## src/rtl/fetch_queue_if.sv

```systemverilog
// Fetch/decode side bundle of the instruction fetch queue: two-wide enqueue from fetch,
// two-wide presentation and dequeue count from decode, plus branch flush.
interface fetch_queue_if #(
  parameter int INST_WIDTH = 32,
  parameter int ADDR_WIDTH = 16,
  parameter int DEPTH      = 8
);
  localparam int CW = $clog2(DEPTH) + 1;

  logic                  flush;
  logic [1:0]            in_count;
  logic [INST_WIDTH-1:0] in_inst0;
  logic [ADDR_WIDTH-1:0] in_pc0;
  logic [INST_WIDTH-1:0] in_inst1;
  logic [ADDR_WIDTH-1:0] in_pc1;
  logic                  in_ready;
  logic                  out_valid0;
  logic [INST_WIDTH-1:0] out_inst0;
  logic [ADDR_WIDTH-1:0] out_pc0;
  logic                  out_valid1;
  logic [INST_WIDTH-1:0] out_inst1;
  logic [ADDR_WIDTH-1:0] out_pc1;
  logic [1:0]            deq_count;
  logic [CW-1:0]         occupancy;

  modport master (
    output flush, in_count, in_inst0, in_pc0, in_inst1, in_pc1, deq_count,
    input  in_ready, out_valid0, out_inst0, out_pc0, out_valid1, out_inst1, out_pc1, occupancy
  );

  modport slave (
    input  flush, in_count, in_inst0, in_pc0, in_inst1, in_pc1, deq_count,
    output in_ready, out_valid0, out_inst0, out_pc0, out_valid1, out_inst1, out_pc1, occupancy
  );
endinterface

```

## src/rtl/fetch_queue.sv

```systemverilog
// Two-in/two-out circular instruction buffer; one cycle fetch-to-decode, outputs from registered state.
// Backpressure: in_ready only when two slots are free (no same-cycle dequeue credit); offers while not ready are dropped.
module fetch_queue #(
  parameter int INST_WIDTH = 32,
  parameter int ADDR_WIDTH = 16,
  parameter int DEPTH      = 8
) (
  input logic          clk,
  input logic          reset,
  fetch_queue_if.slave fq
);
  localparam int PW = $clog2(DEPTH);
  localparam int CW = PW + 1;

  typedef struct packed {
    logic [ADDR_WIDTH-1:0] pc;
    logic [INST_WIDTH-1:0] inst;
  } entry_t;

  entry_t        mem [DEPTH];
  logic [PW-1:0] head, tail, head1, tail1;
  logic [CW-1:0] count, count_next;
  logic [1:0]    enq, deq, deq_req;
  logic          ready;

  assign ready = (count <= CW'(DEPTH - 2));

  always_comb begin
    enq = 2'd0;
    if (ready && !fq.flush) enq = (fq.in_count == 2'd3) ? 2'd2 : fq.in_count;
  end

  // Clamp dequeue to what is actually held so an eager decode never underflows.
  always_comb begin
    deq_req = (fq.deq_count == 2'd3) ? 2'd2 : fq.deq_count;
    deq     = (CW'(deq_req) > count) ? count[1:0] : deq_req;
  end

  assign head1      = head + PW'(1);
  assign tail1      = tail + PW'(1);
  assign count_next = count + CW'(enq) - CW'(deq);

  always_ff @(posedge clk or posedge reset) begin
    if (reset) begin
      head  <= '0;
      tail  <= '0;
      count <= '0;
    end else if (fq.flush) begin
      head  <= '0;
      tail  <= '0;
      count <= '0;
    end else begin
      head  <= head + PW'(deq);
      tail  <= tail + PW'(enq);
      count <= count_next;
    end
  end

  always_ff @(posedge clk) begin
    if (enq != 2'd0) mem[tail]  <= '{pc: fq.in_pc0, inst: fq.in_inst0};
    if (enq == 2'd2) mem[tail1] <= '{pc: fq.in_pc1, inst: fq.in_inst1};
  end

  assign fq.in_ready   = ready;
  assign fq.out_valid0 = (count != '0);
  assign fq.out_valid1 = (count >= CW'(2));
  assign fq.out_inst0  = mem[head].inst;
  assign fq.out_pc0    = mem[head].pc;
  assign fq.out_inst1  = mem[head1].inst;
  assign fq.out_pc1    = mem[head1].pc;
  assign fq.occupancy  = count;
endmodule
```

## src/flat_wrapper.sv

```systemverilog
// flat-port wrapper written by rule: the top's interface ports become plain ports
module fetch_queue_flat 
#(
  parameter int INST_WIDTH = 32,
  parameter int ADDR_WIDTH = 16,
  parameter int DEPTH      = 8
)
  (clk, reset, fq_flush, fq_in_count, fq_in_inst0, fq_in_pc0, fq_in_inst1, fq_in_pc1, fq_deq_count, fq_in_ready, fq_out_valid0, fq_out_inst0, fq_out_pc0, fq_out_valid1, fq_out_inst1, fq_out_pc1, fq_occupancy);
  fetch_queue_if #(.INST_WIDTH(INST_WIDTH), .ADDR_WIDTH(ADDR_WIDTH), .DEPTH(DEPTH)) fq_i ();
  input logic clk;
  input logic reset;
  input wire logic [$bits(fq_i.flush)-1:0] fq_flush;
  input wire logic [$bits(fq_i.in_count)-1:0] fq_in_count;
  input wire logic [$bits(fq_i.in_inst0)-1:0] fq_in_inst0;
  input wire logic [$bits(fq_i.in_pc0)-1:0] fq_in_pc0;
  input wire logic [$bits(fq_i.in_inst1)-1:0] fq_in_inst1;
  input wire logic [$bits(fq_i.in_pc1)-1:0] fq_in_pc1;
  input wire logic [$bits(fq_i.deq_count)-1:0] fq_deq_count;
  output wire logic [$bits(fq_i.in_ready)-1:0] fq_in_ready;
  output wire logic [$bits(fq_i.out_valid0)-1:0] fq_out_valid0;
  output wire logic [$bits(fq_i.out_inst0)-1:0] fq_out_inst0;
  output wire logic [$bits(fq_i.out_pc0)-1:0] fq_out_pc0;
  output wire logic [$bits(fq_i.out_valid1)-1:0] fq_out_valid1;
  output wire logic [$bits(fq_i.out_inst1)-1:0] fq_out_inst1;
  output wire logic [$bits(fq_i.out_pc1)-1:0] fq_out_pc1;
  output wire logic [$bits(fq_i.occupancy)-1:0] fq_occupancy;
  assign fq_i.flush = fq_flush;
  assign fq_i.in_count = fq_in_count;
  assign fq_i.in_inst0 = fq_in_inst0;
  assign fq_i.in_pc0 = fq_in_pc0;
  assign fq_i.in_inst1 = fq_in_inst1;
  assign fq_i.in_pc1 = fq_in_pc1;
  assign fq_i.deq_count = fq_deq_count;
  assign fq_in_ready = fq_i.in_ready;
  assign fq_out_valid0 = fq_i.out_valid0;
  assign fq_out_inst0 = fq_i.out_inst0;
  assign fq_out_pc0 = fq_i.out_pc0;
  assign fq_out_valid1 = fq_i.out_valid1;
  assign fq_out_inst1 = fq_i.out_inst1;
  assign fq_out_pc1 = fq_i.out_pc1;
  assign fq_occupancy = fq_i.occupancy;
  fetch_queue #(.INST_WIDTH(INST_WIDTH), .ADDR_WIDTH(ADDR_WIDTH), .DEPTH(DEPTH)) u_core (.clk(clk), .reset(reset), .fq(fq_i));
endmodule
```

## config.mk

```make
export PLATFORM = sky130hd
export DESIGN_NAME = fetch_queue_flat
export DESIGN_NICKNAME = d
export VERILOG_FILES = /design/src/rtl/fetch_queue_if.sv /design/src/rtl/fetch_queue.sv /design/src/flat_wrapper.sv
export SDC_FILE = /design/constraint.sdc
export NUM_CORES = 1
export LEC_CHECK = 0
export ABC_AREA = 0
export CAP_MARGIN = 20
export CORE_ASPECT_RATIO = 0.6
export CORE_MARGIN = 1
export CORE_UTILIZATION = 62
export CTS_CLUSTER_SIZE = 40
export DETAILED_ROUTE_END_ITERATION = 6
export PLACE_DENSITY = 0.85
export SLEW_MARGIN = 10
export SYNTH_ARGS = -nofsm -noshare
export SYNTH_HDL_FRONTEND = slang
export SYNTH_SLANG_ARGS = --single-unit
```

## constraint.sdc

```tcl
create_clock -name clk -period 6.96 [get_ports clk]
set_clock_uncertainty 0.05 [all_clocks]
set_input_delay 1.392 -clock clk [delete_from_list [all_inputs] [get_ports clk]]
set_output_delay 1.392 -clock clk [all_outputs]
set_load 0.01 [all_outputs]
```

-- Yosys cells after proc, flatten, opt, wreduce, memory -nomap -nowiden
Memories as Yosys holds them, arrays and structs flattened.
Cells that the tools add are included.
- input port bits: 103
- output and inout port bits: 103
- memories: 1
- bits in registers: 10
- bits in writable memories: 384
- logic and storage cells: 31
- mux-type cells: 11
- reductions and logical operators: 4
- $lt $le $gt $ge: 3
- equality and inequality tests: 3
- $add $sub $neg: 6
- memory list (memory ; depth ; width ; rd ports ; clocked after Yosys merged registers in ; write ports ; line ; RTL):
    u_core.mem ; 8 ; 48 ; 2 ; 0 ; 2 ; fetch_queue.sv:20 ; entry_t mem [DEPTH];
- operators with widths (operator ; count):
    2-bit two-way mux ; 4
    3-bit by 1-bit adder with 3-bit output, second input constant ; 2
    3-bit by 2-bit adder with 3-bit output ; 2
    2-bit == test, second input constant ; 3
    3-bit two-way mux ; 2
    4-bit by 2-bit adder with 4-bit output ; 1
    4-bit by 2-bit greater-or-equal comparator with 1-bit output, second input constant ; 1
    2-bit by 4-bit greater-than comparator with 1-bit output ; 1
    4-bit by 3-bit less-or-equal comparator with 1-bit output, second input constant ; 1
    1-bit two-way mux ; 4
    4-bit two-way mux ; 1
    4-bit nonzero test ; 1
    4-bit by 2-bit subtractor with 4-bit output ; 1
    2-bit nonzero test ; 1
    1-bit logical AND ; 1
    1-bit logical NOT ; 1

-- Longest topological paths before layout
- depth after elaboration: 6
- mapped depth: 13
- gate-level depth less buffers: 12

-- Least setup slack after synthesis
Ideal clock, no wire load.
- path kind: input to register
- from: in fq_in_count[1]
- to: mem u_core.mem[7][0] (netlist name), enable pin
- cell stages on the path: 4
- data required time: 6.441 ns
- buffers on the path: 0
- slack: 2.188 ns
- library setup time: 0.469 ns
- arrival time: 4.253 ns
- cell sequence: nor2_1 nor3b_1 nand3_1 a21oi_1
- RTL lines (what ; line ; RTL):
    start: declaration ; flat_wrapper.sv:13 ; input wire logic [$bits(fq_i.in_count)-1:0] fq_in_count;
    end: declaration ; fetch_queue.sv:20 ;

-- Worst setup path in the final report
- from: reg u_core.head[1]
- to: out fq_out_pc1[15]
- longest elaborated chain between the ends: 2
- ends and longest elaborated chain (what ; line ; RTL):
    start: declaration ; fetch_queue.sv:21 ; logic [PW-1:0] head, tail, head1, tail1;
    start signal: assignment ; fetch_queue.sv:53 ; head <= head + PW'(deq);
    3-bit by 1-bit adder with 3-bit output ; fetch_queue.sv:39 ; assign head1 = head + PW'(1);
    memory read 8 x 48 bit ; - ;
    end: declaration ; flat_wrapper.sv:25 ; output wire logic [$bits(fq_i.out_pc1)-1:0] fq_out_pc1;
Every way passes these cells.

==> impl_metrics.toml <==
[status]
outcome = "completed"

[setup_path]
endpoint_kind = "primary output"
cp_slowest_cell = "dfrtp_4"
cp_max_fo = 77
reg2reg_to = "u_core.mem[1][16]$_DFFE_PP_"
rr_startpoint = "u_core.fq.occupancy[3]$_DFF_PP0_"
cp.required_ns = 5.52
critPathTopFamily = "flip-flops"
path_class = "flip-flop to primary output"
worstPathArrival_ns = 3.79
path_cells = "ha_4 -> buf_12 -> mux4_2 -> mux2_2 -> clkdlybuf4s50_1"
worstRegToRegCells = 8
cp-start-kind = "flip-flop"
max_stage_delay_ns = 0.99
rrSetupSlack_ns = 2.96
critPathBufInv = 2

[global_routing]
antenna_found_initial = 4
grt-ovfl-total = 0
grt_pass1_vias = 14140
grt_first_pass_wirelength_mm = 87.86
grt_use_total = 0.3174
grt_max_degree = 149

[floorplanning]
dieArea_um2 = 37540
die_width_um = 249.5
fp-row-count = 53
io_pins = 206
start_util = 0.6398
die_height_um = 150.5
core_area_um2 = 35610

[worst_hold_path]
hold_class = "flip-flop to flip-flop"
min_from = "u_core.tail[1]$_DFF_PP0_"
hold_path_depth = 2
min_to = "u_core.tail[1]$_DFF_PP0_"

[pwr]
powerDensity_nw_per_um2 = 368.2
ir_drop_mv = 0.3065
p_leak_nw = 8.542

[routing]
wl_met1_mm = 23.99
dr_wl_met3_mm = 5.108
dr_total_vias = 13630
final_antenna_net_count = 0
drt-total-wl_mm = 58.71
drtPass1Iterations = 5
drt_iter0_markers = 1451
wl_met2_mm = 28.45
viasPerCell = 7.027
wl_per_cell_um = 30.26
top_layer_used = "met5"
drc_errors = 0

[synth]
synth_warnings = 0
netlist_area_um2 = 22780
synth_nets = 1386
ys_seq_area_frac = 0.5171
synthDistinctLibCells = 38
syn-instance-count = 1266
ys_ff_latch = 394
avgSynthCellArea_um2 = 18.00

[clock_tree]
post_cts_buffers = 0
clockRootBuffer = "clkbuf_16"
cts_buffers = 39
insertion_delay_ns = 0.54
cts.sinks = 394
htreeDepth = 2
cts_tree = "yes"
clkSlewWorstSetupHoldPaths_ns = 0.06
cts_hold_buf = 0
ctsLongestPathBuffers = 3
ctsResizeCount = 0

[sta]
rsz0062_at_grt = "no"
whs_ns = 0.7059
setup_viol = 0
max_slew_margin = 0.2709
min_period_over_period = 0.7517
finalHoldViolations = 0
tightest_slew_ns = 1.094
fin_setup_tns_ns = 0
slew_viol_final = 0
min_period_ns = 5.232
fmaxAchievable_mhz = 191.1

[cells_and_area]
fillCellCount = 2095
drive_gt1_frac = 0.5235
final_util = 0.7448
syn2layout_area_growth_pct = 16.41
final_nets = 1561

[placement]
dp_hpwl_mm = 34.48
io_buffers = 205
gp_congestion = 0.8575

[run]
maxCapViolations = 0
[layout by cell type, fill, tap and decap left out, types with 9 or more instances in the layout]
| cell | netlist | routed |
|---|---|---|
| mux2_2 | 471 | 471 |
| edfxtp_1 | 384 | 384 |
| clkdlybuf4s50_1 | 0 | 205 |
| mux4_2 | 192 | 192 |
| clkbuf_16 | 0 | 41 |
| buf_4 | 11 | 25 |
| ha_1 | 13 | 12 |
| nand2_1 | 12 | 11 |
| clkbuf_1 | 18 | 11 |
| mux2_1 | 9 | 9 |
| clkinv_1 | 0 | 9 |
[tightest hold or removal path, cell delays in order (launching register included)]
cell	delay, ns
dfrtp_1	0.42
fa_1	0.18
nor2b_1	0.12
[state kept, by name, summed over array words and instances, names as in the netlist]
register / count
u_core.fq.occupancy: 4
u_core.mem: 384
u_core.tail: 3
u_core.head: 3
[routing by layer]
metal | global-route usage | up-vias
met5 | 0 | -
met1 | 0.4551 | 7179
met2 | 0.5110 | 728
met3 | 0.05429 | 84
met4 | 0.08488 | 2
li1 | - | 5639
[cell usage after synthesis (all sizes together)]
cell type,number,area share
a21o,1,0.00033
a21oi,6,0.0013
a22oi,2,0.00066
a31oi,1,0.00027
buf,81,0.020
clkbuf,18,0.0030
dfrtp,10,0.011
edfxtp,384,0.51
fa,4,0.0035
ha,13,0.0071
inv,8,0.0013
mux2,480,0.24
mux2i,1,0.00044
mux4,192,0.19
nand2,12,0.0020
nand2b,2,0.00088
nand3,9,0.0020
nand3b,4,0.0013
nor2,11,0.0018
nor2b,7,0.0019
nor3,3,0.00066
nor3b,3,0.0014
nor4,1,0.00055
nor4b,1,0.00038
o211ai,1,0.00033
o21a,1,0.00033
o21ai,3,0.00066
xnor2,5,0.0023
xor2,2,0.0011
[report_power, final]
part / switching [mW] / total [mW] / internal [mW]
combinational: 2.00 / 4.66 / 2.66
sequential: 0.211 / 3.02 / 2.81
clock: 0.898 / 2.08 / 1.19
[metrics by stage]
step,cell area (um2),std cells,setup WS (ns),total power [mW]
final,26520,1940,1.728,9.765
after global routing,26520,1938,1.553,10.13
after CTS,26510,1936,1.657,9.803
after detailed placement,25300,1867,2.204,7.720
after global placement,25280,1866,2.236,7.666
after floorplan,22780,1266,2.188,5.876
[final cells by class]
cell class / instances / area (um2) / area share
flip-flops and latches: 394 / 11790 / 0.4445
multi-input cells: 765 / 10590 / 0.3994
repair buffers: 233 / 2300 / 0.08671
clock buffers: 52 / 1067 / 0.04024
well taps: 467 / 584.3 / 0.02203
clock inverters: 17 / 148.9 / 0.005614
inverters: 8 / 30.03 / 0.001132
diodes: 4 / 10.01 / 0.0003774
[logic make-up (layout without fill, tap and decap cells)]
kind of cell    Yosys count  count (layout)  share of synthesized area
flops                   394             394                     0.5171
xor+xnor                  7               7                   0.003350
buf+inv                 107             310                    0.02460
other cells               0               4                          0
compound gates           15              15                   0.003899
mux                     673             673                     0.4275
fa+ha+maj                17              17                    0.01065
simple gates             53              53                    0.01291
[how the worst max path moves through the flow]
stage / start / to / slack, ns / depth (start not counted)
2_1_floorplan: fq_in_count[1] / u_core.mem[7][0]$_DFFE_PP_ / 2.19 / 4
3_3_place_gp: u_core.head[1]$_DFF_PP0_ / fq_out_pc1[15] / 2.24 / 5
3_5_place_dp: fq_flush / u_core.mem[1][16]$_DFFE_PP_ / 2.20 / 6
4_1_cts: u_core.head[1]$_DFF_PP0_ / fq_out_pc1[15] / 1.66 / 5
5_1_grt: u_core.head[0]$_DFF_PP0_ / fq_out_inst1[10] / 1.55 / 4
6_report: u_core.head[1]$_DFF_PP0_ / fq_out_pc1[15] / 1.73 / 5
Power figures use the tool's default switching activity.
